<file path="config.mk">
export PLATFORM = sky130hd
export DESIGN_NAME = neo_frame_producer
export DESIGN_NICKNAME = d
export VERILOG_FILES = /design/src/rtl/neo_pkg.sv /design/src/rtl/counter.sv /design/src/rtl/neo_level_gen.sv /design/src/rtl/register.sv /design/src/rtl/neo_frame_producer.sv
export SDC_FILE = /design/constraint.sdc
export NUM_CORES = 1
export LEC_CHECK = 0
export ABC_AREA = 1
export CAP_MARGIN = 20
export CORE_MARGIN = 10
export CORE_UTILIZATION = 50
export CTS_BUF_LIST = sky130_fd_sc_hd__clkbuf_4 sky130_fd_sc_hd__clkbuf_8
export CTS_CLUSTER_DIAMETER = 80
export DETAILED_ROUTE_END_ITERATION = 7
export PLACE_DENSITY = 0.71
export SYNTH_ARGS = -nofsm -noshare
export SYNTH_HDL_FRONTEND = slang
export SYNTH_SLANG_ARGS = --single-unit
</file>
<file path="constraint.sdc">
create_clock -name clock -period 15.22 [get_ports clock]
set_input_delay 1.522 -clock clock [delete_from_list [all_inputs] [get_ports clock]]
set_output_delay 1.522 -clock clock [all_outputs]
set_load 0.005 [all_outputs]
</file>
<file path="src/rtl/neo_pkg.sv">
// Shared types for the NeoPixel frame producer: pattern modes, GRB channel
// order and the producer FSM states.
package neo_pkg;

  typedef enum logic [1:0] {
    MODE_OFF   = 2'd0,
    MODE_SOLID = 2'd1,
    MODE_CHASE = 2'd2,
    MODE_RAMP  = 2'd3
  } mode_t;

  typedef enum logic [1:0] {
    COLOR_G = 2'd0,
    COLOR_R = 2'd1,
    COLOR_B = 2'd2
  } color_t;

  typedef enum logic [2:0] {
    ST_IDLE,
    ST_LOAD,
    ST_SEND,
    ST_WAIT_TX,
    ST_GAP
  } state_t;

  localparam int NUM_COLORS = 3;
  localparam int FRAME_W    = 8;

endpackage

</file>
<file path="src/rtl/counter.sv">
// Library up-counter: synchronous clear, increment enable, wraps to zero
// after MAX. o_wrap flags the incrementing cycle that performs the wrap.
module counter #(
  parameter int           W   = 8,
  parameter logic [W-1:0] MAX = '1
) (
  input  logic         clock,
  input  logic         reset,
  input  logic         i_clear,
  input  logic         i_inc,
  output logic [W-1:0] o_count,
  output logic         o_wrap
);

  logic [W-1:0] r_count;

  assign o_wrap  = i_inc && (r_count == MAX);
  assign o_count = r_count;

  // NOTE: state is updated only with non-blocking assignments so every
  // flop samples the pre-edge values of its neighbours.
  always_ff @(posedge clock or posedge reset) begin
    if (reset) begin
      r_count <= '0;
    end else if (i_clear || o_wrap) begin
      r_count <= '0;
    end else if (i_inc) begin
      r_count <= r_count + 1'b1;
    end
  end

endmodule

</file>
<file path="src/rtl/neo_level_gen.sv">
// Combinational pattern generator: colour level for one (pixel, channel)
// slot given the latched mode/base and the current frame number.
module neo_level_gen
  import neo_pkg::*;
#(
  parameter  int LEVEL_W    = 8,
  parameter  int NUM_PIXELS = 5,
  parameter  int PIX_STEP   = 32,
  parameter  int COLOR_STEP = 85,
  localparam int PIX_W      = (NUM_PIXELS > 1) ? $clog2(NUM_PIXELS) : 1
) (
  input  mode_t              i_mode,
  input  logic [LEVEL_W-1:0] i_base,
  input  logic [PIX_W-1:0]   i_pixel,
  input  logic [1:0]         i_color,
  input  logic [FRAME_W-1:0] i_frame,
  output logic [LEVEL_W-1:0] o_level
);

  localparam logic [31:0] NP_U    = 32'(NUM_PIXELS);
  localparam logic [31:0] PSTEP_U = 32'(PIX_STEP);
  localparam logic [31:0] CSTEP_U = 32'(COLOR_STEP);

  logic [31:0] w_ramp;
  logic        w_chase_hit;

  assign w_chase_hit = (32'(i_pixel) == (32'(i_frame) % NP_U));
  // Wide sum, then truncation to LEVEL_W gives the modulo wrap for free.
  assign w_ramp = 32'(i_frame) + 32'(i_pixel) * PSTEP_U + 32'(i_color) * CSTEP_U;

  // NOTE: o_level gets a default first so no path through the case leaves
  // it unassigned, which would otherwise infer a latch.
  always_comb begin
    o_level = '0;
    case (i_mode)
      MODE_SOLID: o_level = i_base;
      MODE_CHASE: o_level = w_chase_hit ? i_base : '0;
      MODE_RAMP:  o_level = w_ramp[LEVEL_W-1:0];
      default:    o_level = '0;
    endcase
  end

endmodule

</file>
<file path="src/rtl/register.sv">
// Library load-enable register with asynchronous clear.
module register #(
  parameter int W = 1
) (
  input  logic         clock,
  input  logic         reset,
  input  logic         i_en,
  input  logic [W-1:0] i_d,
  output logic [W-1:0] o_q
);

  logic [W-1:0] r_q;

  always_ff @(posedge clock or posedge reset) begin
    if (reset) begin
      r_q <= '0;
    end else if (i_en) begin
      r_q <= i_d;
    end
  end

  assign o_q = r_q;

endmodule

</file>
<file path="src/rtl/neo_frame_producer.sv">
// Frame producer for the NeoPixel driver: streams GRB levels for every pixel,
// requests a send, waits out the transmission and an inter-frame gap.
module neo_frame_producer
  import neo_pkg::*;
#(
  parameter  int NUM_PIXELS = 5,
  parameter  int LEVEL_W    = 8,
  parameter  int FRAME_GAP  = 1000,
  parameter  int PIX_STEP   = 32,
  parameter  int COLOR_STEP = 85,
  localparam int PIX_W      = (NUM_PIXELS > 1) ? $clog2(NUM_PIXELS) : 1
) (
  input  logic               clock,
  input  logic               reset,
  input  logic               enable,
  input  logic [1:0]         mode,
  input  logic [LEVEL_W-1:0] base_level,
  input  logic               ready_to_load,
  input  logic               ready_to_send,
  output logic [PIX_W-1:0]   pixel_index,
  output logic [1:0]         color_index,
  output logic [LEVEL_W-1:0] color_level,
  output logic               load_color,
  output logic               send_it,
  output logic [7:0]         frame_count,
  output logic               busy
);

  localparam int GAP_W = (FRAME_GAP > 1) ? $clog2(FRAME_GAP) : 1;

  state_t r_state;

  logic [PIX_W-1:0]   w_pixel;
  logic [1:0]         w_color;
  logic [GAP_W-1:0]   w_gap_count;
  logic [FRAME_W-1:0] w_frame;
  logic [1:0]         w_mode_q;
  logic [LEVEL_W-1:0] w_base_q;
  logic [LEVEL_W-1:0] w_level;
  logic               w_tx_seen;
  logic               w_load_fire;
  logic               w_send_fire;
  logic               w_color_wrap;
  logic               w_last_slot;
  logic               w_gap_last;
  logic               w_frame_wrap;
  logic               w_latch;
  logic               w_unused;

  assign w_load_fire = (r_state == ST_LOAD) && ready_to_load;
  assign w_send_fire = (r_state == ST_SEND) && ready_to_send;
  assign w_latch     = enable && ((r_state == ST_IDLE) || w_gap_last);
  assign w_unused    = &{1'b0, w_frame_wrap, w_gap_count};

  counter #(.W(2), .MAX(2'(NUM_COLORS - 1))) u_color_cnt (
    .clock   (clock),
    .reset   (reset),
    .i_clear (r_state != ST_LOAD),
    .i_inc   (w_load_fire),
    .o_count (w_color),
    .o_wrap  (w_color_wrap)
  );

  // The pixel counter wraps exactly on the load of the final slot.
  counter #(.W(PIX_W), .MAX(PIX_W'(NUM_PIXELS - 1))) u_pixel_cnt (
    .clock   (clock),
    .reset   (reset),
    .i_clear (r_state != ST_LOAD),
    .i_inc   (w_color_wrap),
    .o_count (w_pixel),
    .o_wrap  (w_last_slot)
  );

  counter #(.W(GAP_W), .MAX(GAP_W'(FRAME_GAP - 1))) u_gap_cnt (
    .clock   (clock),
    .reset   (reset),
    .i_clear (r_state != ST_GAP),
    .i_inc   (r_state == ST_GAP),
    .o_count (w_gap_count),
    .o_wrap  (w_gap_last)
  );

  counter #(.W(FRAME_W), .MAX('1)) u_frame_cnt (
    .clock   (clock),
    .reset   (reset),
    .i_clear (1'b0),
    .i_inc   (w_gap_last),
    .o_count (w_frame),
    .o_wrap  (w_frame_wrap)
  );

  register #(.W(2)) u_mode_reg (
    .clock (clock),
    .reset (reset),
    .i_en  (w_latch),
    .i_d   (mode),
    .o_q   (w_mode_q)
  );

  register #(.W(LEVEL_W)) u_base_reg (
    .clock (clock),
    .reset (reset),
    .i_en  (w_latch),
    .i_d   (base_level),
    .o_q   (w_base_q)
  );

  // Cleared while sending; set by the driver's first not-ready cycle after.
  register #(.W(1)) u_tx_seen_reg (
    .clock (clock),
    .reset (reset),
    .i_en  ((r_state == ST_SEND) || ((r_state == ST_WAIT_TX) && !ready_to_load)),
    .i_d   (r_state == ST_WAIT_TX),
    .o_q   (w_tx_seen)
  );

  neo_level_gen #(
    .LEVEL_W    (LEVEL_W),
    .NUM_PIXELS (NUM_PIXELS),
    .PIX_STEP   (PIX_STEP),
    .COLOR_STEP (COLOR_STEP)
  ) u_level_gen (
    .i_mode  (mode_t'(w_mode_q)),
    .i_base  (w_base_q),
    .i_pixel (w_pixel),
    .i_color (w_color),
    .i_frame (w_frame),
    .o_level (w_level)
  );

  always_ff @(posedge clock or posedge reset) begin
    if (reset) begin
      r_state <= ST_IDLE;
    end else begin
      case (r_state)
        ST_IDLE:    if (enable) r_state <= ST_LOAD;
        ST_LOAD:    if (w_last_slot) r_state <= ST_SEND;
        ST_SEND:    if (ready_to_send) r_state <= ST_WAIT_TX;
        ST_WAIT_TX: if (w_tx_seen && ready_to_load) r_state <= ST_GAP;
        ST_GAP:     if (w_gap_last) r_state <= enable ? ST_LOAD : ST_IDLE;
        default:    r_state <= ST_IDLE;
      endcase
    end
  end

  assign load_color  = w_load_fire;
  assign send_it     = w_send_fire;
  assign pixel_index = w_load_fire ? w_pixel : '0;
  assign color_index = w_load_fire ? w_color : '0;
  assign color_level = w_load_fire ? w_level : '0;
  assign frame_count = w_frame;
  assign busy        = (r_state != ST_IDLE);

endmodule

</file>
# Word level (Yosys, flattened, before mapping)
# Index checks and enable logic that the tools add are counted.
totals:
  out_inout_bits: 24
  ff_bits: 37
  input_bits: 15
  word_cells: 77
op_classes:
  n_mux: 20
  addsub: 6
  n_div: 1
  n_eq_ne: 19
  mul: 1
  reduce_logical: 22
ops:
  columns: ["cell", "count"]
  rows:
  - ["$eq A3 B32 Y1", 1]
  - ["$mod A8 B3 Y32 const B", 1]
  - ["$mux W8", 4]
  - ["$mux W3", 8]
  - ["$pmux W8 S3", 1]
  - ["$mux W10", 2]
  - ["$add A8 B8 Y8", 2]
  - ["$pmux W3 S5", 1]
  - ["$add A10 B1 Y10 const B", 1]
  - ["$eq A10 B10 Y1 const B", 1]
  - ["$logic_and A1 B1 Y1", 9]
  - ["$add A8 B1 Y8 const B", 1]
  - ["$eq A8 B8 Y1 const B", 1]
  - ["$mul A2 B7 Y8 const B", 1]
  - ["$reduce_bool A2 Y1", 4]
  - ["$eq A2 B2 Y1 const B", 3]
  - ["$eq A3 B2 Y1 const B", 2]
  - ["$eq A3 B3 Y1 const B", 2]
  - ["$mux W2", 3]
  - ["$ne A2 B2 Y1 const B", 3]
  - ["$logic_or A1 B1 Y1", 5]
  - ["$reduce_and A5 Y1", 1]
  - ["$ne A2 B1 Y1 const B", 2]
  - ["$add A3 B1 Y3 const B", 1]
  - ["9 further kinds", 9]

# Depth between registers and ports, before layout
logic_depth:
  ltp_word: 6
  ltp_mapped: 41
  depth_no_buf: 40

# Modules after synthesis
# Synthesis repeated with hierarchy kept, for this count alone.
hier_totals:
  hier_cells: 708
  area_unflattened_um2: 4440.5
modules_own_cells:
  columns: ["module", "n_inst", "area_per_inst_um2", "cells_per_inst", "seq_area_each_um2"]
  rows:
  - ["neo_level_gen", 1, 2207.1, 390, 0.0]
  - ["counter (u_gap_cnt)", 1, 606.8, 85, 250.2]
  - ["counter (u_frame_cnt)", 1, 508.0, 66, 200.2]
  - ["neo_frame_producer", 1, 385.4, 76, 75.1]
  - ["register (u_base_reg)", 1, 309.0, 35, 200.2]
  - ["counter (u_pixel_cnt)", 1, 182.7, 23, 75.1]
  - ["counter (u_color_cnt)", 1, 117.6, 17, 50.0]
  - ["register (u_mode_reg)", 1, 80.1, 10, 50.0]
  - ["register (u_tx_seen_reg)", 1, 43.8, 6, 25.0]

# Worst setup path before layout
# No wires, ideal clock.
synth_path:
  kind: "reg2out"
  from: "register u_frame_cnt.r_count[6], in the netlist u_frame_cnt.o_count[6]"
  to: "output color_level[0]"
  arrival_time_ns: 4.677
  stages_incl_launch_ff: 41
  path_slack_ns: 9.021
  required_time_ns: 13.698
  n_path_buf: 2
  path_cell_list: "dfrtp_1 inv_2 nand2_2 ha_1 o21bai_2 nand2_1 o21bai_2 nand2_1 nand2_1 nand2_2 nand3_2 nand2_2 nor2_2 nand3_1 clkinv_1 nand3_1 nand2_1 inv_1 [... 5 more ...] nor2_4 nand2_4 buf_8 xor2_2 inv_1 ha_1 inv_1 nand3_2 nand2_2 nor2_1 nand3_2 buf_6 nand2_1 nand2_1 nand3_1 nor2_4 nand4_1 a21oi_1"
synth_via:
  elab_chain_cells: 5
synth_rtl:
  columns: ["element", "line_no", "text"]
  rows:
  - ["start, declared", "counter.sv:15", "logic [W-1:0] r_count;"]
  - ["start signal, assigned", "counter.sv:28", "r_count <= r_count + 1'b1;"]
  - ["$mod A8 B3 Y32", "neo_level_gen.sv:27", "assign w_chase_hit = (32'(i_pixel) == (32'(i_frame) % NP_U));"]
  - ["$eq A3 B32 Y1", "neo_level_gen.sv:27", null]
  - ["$mux W8", "neo_level_gen.sv:37", "MODE_CHASE: o_level = w_chase_hit ? i_base : '0;"]
  - ["$pmux W8 S3", "neo_level_gen.sv:35", "case (i_mode)"]
  - ["$mux W8", "neo_frame_producer.sv:150", "assign color_level = w_load_fire ? w_level : '0;"]
  - ["end, declared", "neo_frame_producer.sv:22", "output logic [LEVEL_W-1:0] color_level,"]
# No other way between the ends.

# Final worst setup path
layout_path:
  from: "register u_frame_cnt.r_count[5], in the netlist u_frame_cnt.o_count[5]"
  to: "output color_level[3]"
# The elaborated chain is that of the path after synthesis.

==> reports/qor.txt <==
first-pass iteration count of the detailed router - 4
Finished Cell Area - 4490 um^2
DRC Markers - 0
Clock transition at path regs - 0.08 ns
Arrival @ worst endpoint - 6.02 ns
Max Slew Vio Count - 0
Mapped Area - 3900 um^2
Most common cell on crit path - nand2_1
Worst Hold Depth - 1
fin crit period - 7.54 ns
vias post-DR - 3793
CP max stage cell - clkdlybuf4s50_1
Ant. Diodes - 0
largest net degree at the start of global routing - 38
fraction of registers with async set or reset after synthesis - 100%
#FFs+latches synth - 37
leakage - 0.00241 uW
number of flops mapped to enable cells by yosys - 0
Post-DP Area - 4370 um^2
most common cell after layout, fill and taps aside - nand2_1
Total GRT Usage - 16.2%
Initial Util - 51.0%
DP HPWL - 7.59 mm
Crit Path Category - reg -> out
CTS Buffer Depth - 2
net count after synthesis - 638
die height - 108 um
fill count - 734
Die W - 108 um
CTS Sinks - 37
vias in the first global route - 3724
RSZ-0062 raised after global routing - false
die area - 11700 um^2
Max-slew headroom - 57.5%
TritonCTS Buffers - 5
Fin Hold WS - 0.460 ns
crit-path max FO - 15
MaxCap Viol Count - 0
WP depth - 40
cells after synthesis - 592
# setup viols final - 0
layout cells sized above 1 - 9.95%
post_cts resized - 0
# hold bufs at CTS - 0
period utilization - 49.5%
post-synthesis sequential area ratio - 23.7%
Setup crit end kind - output port
DRT iter0 DRCs - 145
fin nets - 678
Fin Setup TNS - 0 ns
GP Congestion - 0.858
first-pass GRT wire length - 16.3 mm
Clk Latency, worst-skew pair - 0.29 ns
Max VDD drop - 87.2 uV
Worst R2R Path Depth - 10
drt via density - 5.16
Yosys Warn Count - 0
initial antenna violation count - 0
CORE AREA - 7650 um^2
Routed Antenna Nets - 0
most frequent cells in the layout - 128 x nand2_1, 99 x inv_1, 65 x nor2_1, 56 x nand3_1, 38 x clkdlybuf4s50_1
fmax - 0.133 GHz
GRT overflow - 0
CP delay by family, top - simple AND/OR/NAND/NOR gates
skew final - 0.00289 ns
area of the multi-input gates - 2510 um^2
Bufs and invs on worst path - 7
Tightest Pin Transition - 0.636 ns
count of cell types in the netlist - 44
worst min path class - reg -> reg
Reg area - 926 um^2
CTS tree - built
Root Buffer - clkbuf_8
Setup Fix Bufs, Post-CTS - 0
syn_area_per_cell - 6.59 um^2
area added between synthesis and finish - 15.2%
critical path data required time - 13.70 ns
Post-Route WL - 9.24 mm
routed len/inst - 12.6 um
CP peak stage delay - 0.52 ns
CP startpoint kind - register
dominant synthesized flop cell - dfrtp_1
IO Count - 39
CTS H-tree depth - 2
Fin. Hold Viols - 0
Cell Pwr Density - 88.2 nW/um^2
outcome - finished, final reports clean
Cell Rows - 32
Port Buf Inserts - 38
path summary, 6_finish.rpt:
path | start | endpoint | slack [ns]
max in group asynchronous | reset | u_base_reg.o_q[3] | 13.22
worst max-delay path | u_frame_cnt.o_count[5] | color_level[3] | 7.68
worst min-delay path | u_gap_cnt.o_count[0] | u_gap_cnt.o_count[0] | 0.46
worst min register to register | u_gap_cnt.o_count[0] | u_gap_cnt.o_count[0] | 0.46
worst max register to register | r_state[2] | r_state[0] | 13.01
min in group asynchronous | reset | u_frame_cnt.o_count[7] | 1.65
sequential cells by signal (all words and copies together), names as in the netlist:
| name | cells |
|---|---|
| r_state | 3 |
| u_base_reg.o_q | 8 |
| u_color_cnt.o_count | 2 |
| u_frame_cnt.o_count | 8 |
| u_gap_cnt.o_count | 10 |
| u_mode_reg.o_q | 2 |
| u_pixel_cnt.o_count | 3 |
| u_tx_seen_reg.o_q | 1 |
metrics by stage:
stage,cells,total power [uW],worst slack (ns),util [%]
2_1_floorplan,592,254,9.02,-
4_1_cts,735,400,7.65,58.8
6_report,735,396,7.68,58.8
3_3_place_gp,727,302,8.27,57.2
3_5_place_dp,727,308,7.99,57.2
5_1_grt,735,432,6.94,58.8
synth_stat cells, types with 2 or more instances:
master,n,share of area (%)
a211oi_1,3,0.58
a21oi_1,31,4.0
a31oi_1,4,0.64
clkbuf_1,3,0.29
clkinv_1,2,0.19
dfrtp_1,37,24
fa_1,3,1.5
ha_1,28,9.0
inv_1,99,9.5
inv_2,12,1.2
nand2_1,128,12
nand2_2,9,1.4
nand2_4,3,0.87
nand3_1,56,7.2
nand3_2,9,2.3
nand3b_1,3,0.58
nand4_1,16,2.6
nor2_1,65,6.3
nor2_2,6,0.96
nor2_4,4,1.2
nor3_1,14,1.8
nor4_1,2,0.32
o21ai_0,16,2.1
o21bai_2,2,0.58
o22ai_1,3,0.48
xnor2_1,3,0.67
xor2_1,14,3.1
where the power goes:
part	switching [uW]	total, uW	leakage [uW]	internal (uW)
registers	15.5	135	0.000475	119
logic	103	171	0.00188	68.2
clock network	36.7	90.0	0.0000574	53.3
per-layer routing:
layer / vias up / track usage [%] / routed length [um]
li1: 1981 / - / -
met1: 1752 / 19.5 / 4160
met2: 51 / 29.4 / 4730
met3: 9 / 2.62 / 266
met4: 0 / 3.95 / 82
met5: - / 0 / 0
final cells by class:
| type | count | area share [%] |
|---|---|---|
| Multi-Input combinational cell | 436 | 55.8 |
| Tap cell | 102 | 2.84 |
| Clock buffer | 6 | 1.84 |
| Clock inverter | 2 | 0.835 |
| Sequential cell | 37 | 20.6 |
| Timing Repair Buffer | 39 | 8.63 |
| Inverter | 113 | 9.44 |
cells by family after synthesis:
| family | synth area share (%) |
|---|---|
| AO/OA/AOI/OAI | 9.78 |
| XOR/XNOR | 4.23 |
| adder cells (fa/ha/maj) | 10.5 |
| buffers and inverters | 12.0 |
| flip-flops | 23.7 |
| multiplexers | 0.289 |
| AND/OR/NAND/NOR | 39.5 |
(Power assumes the default switching activity.)
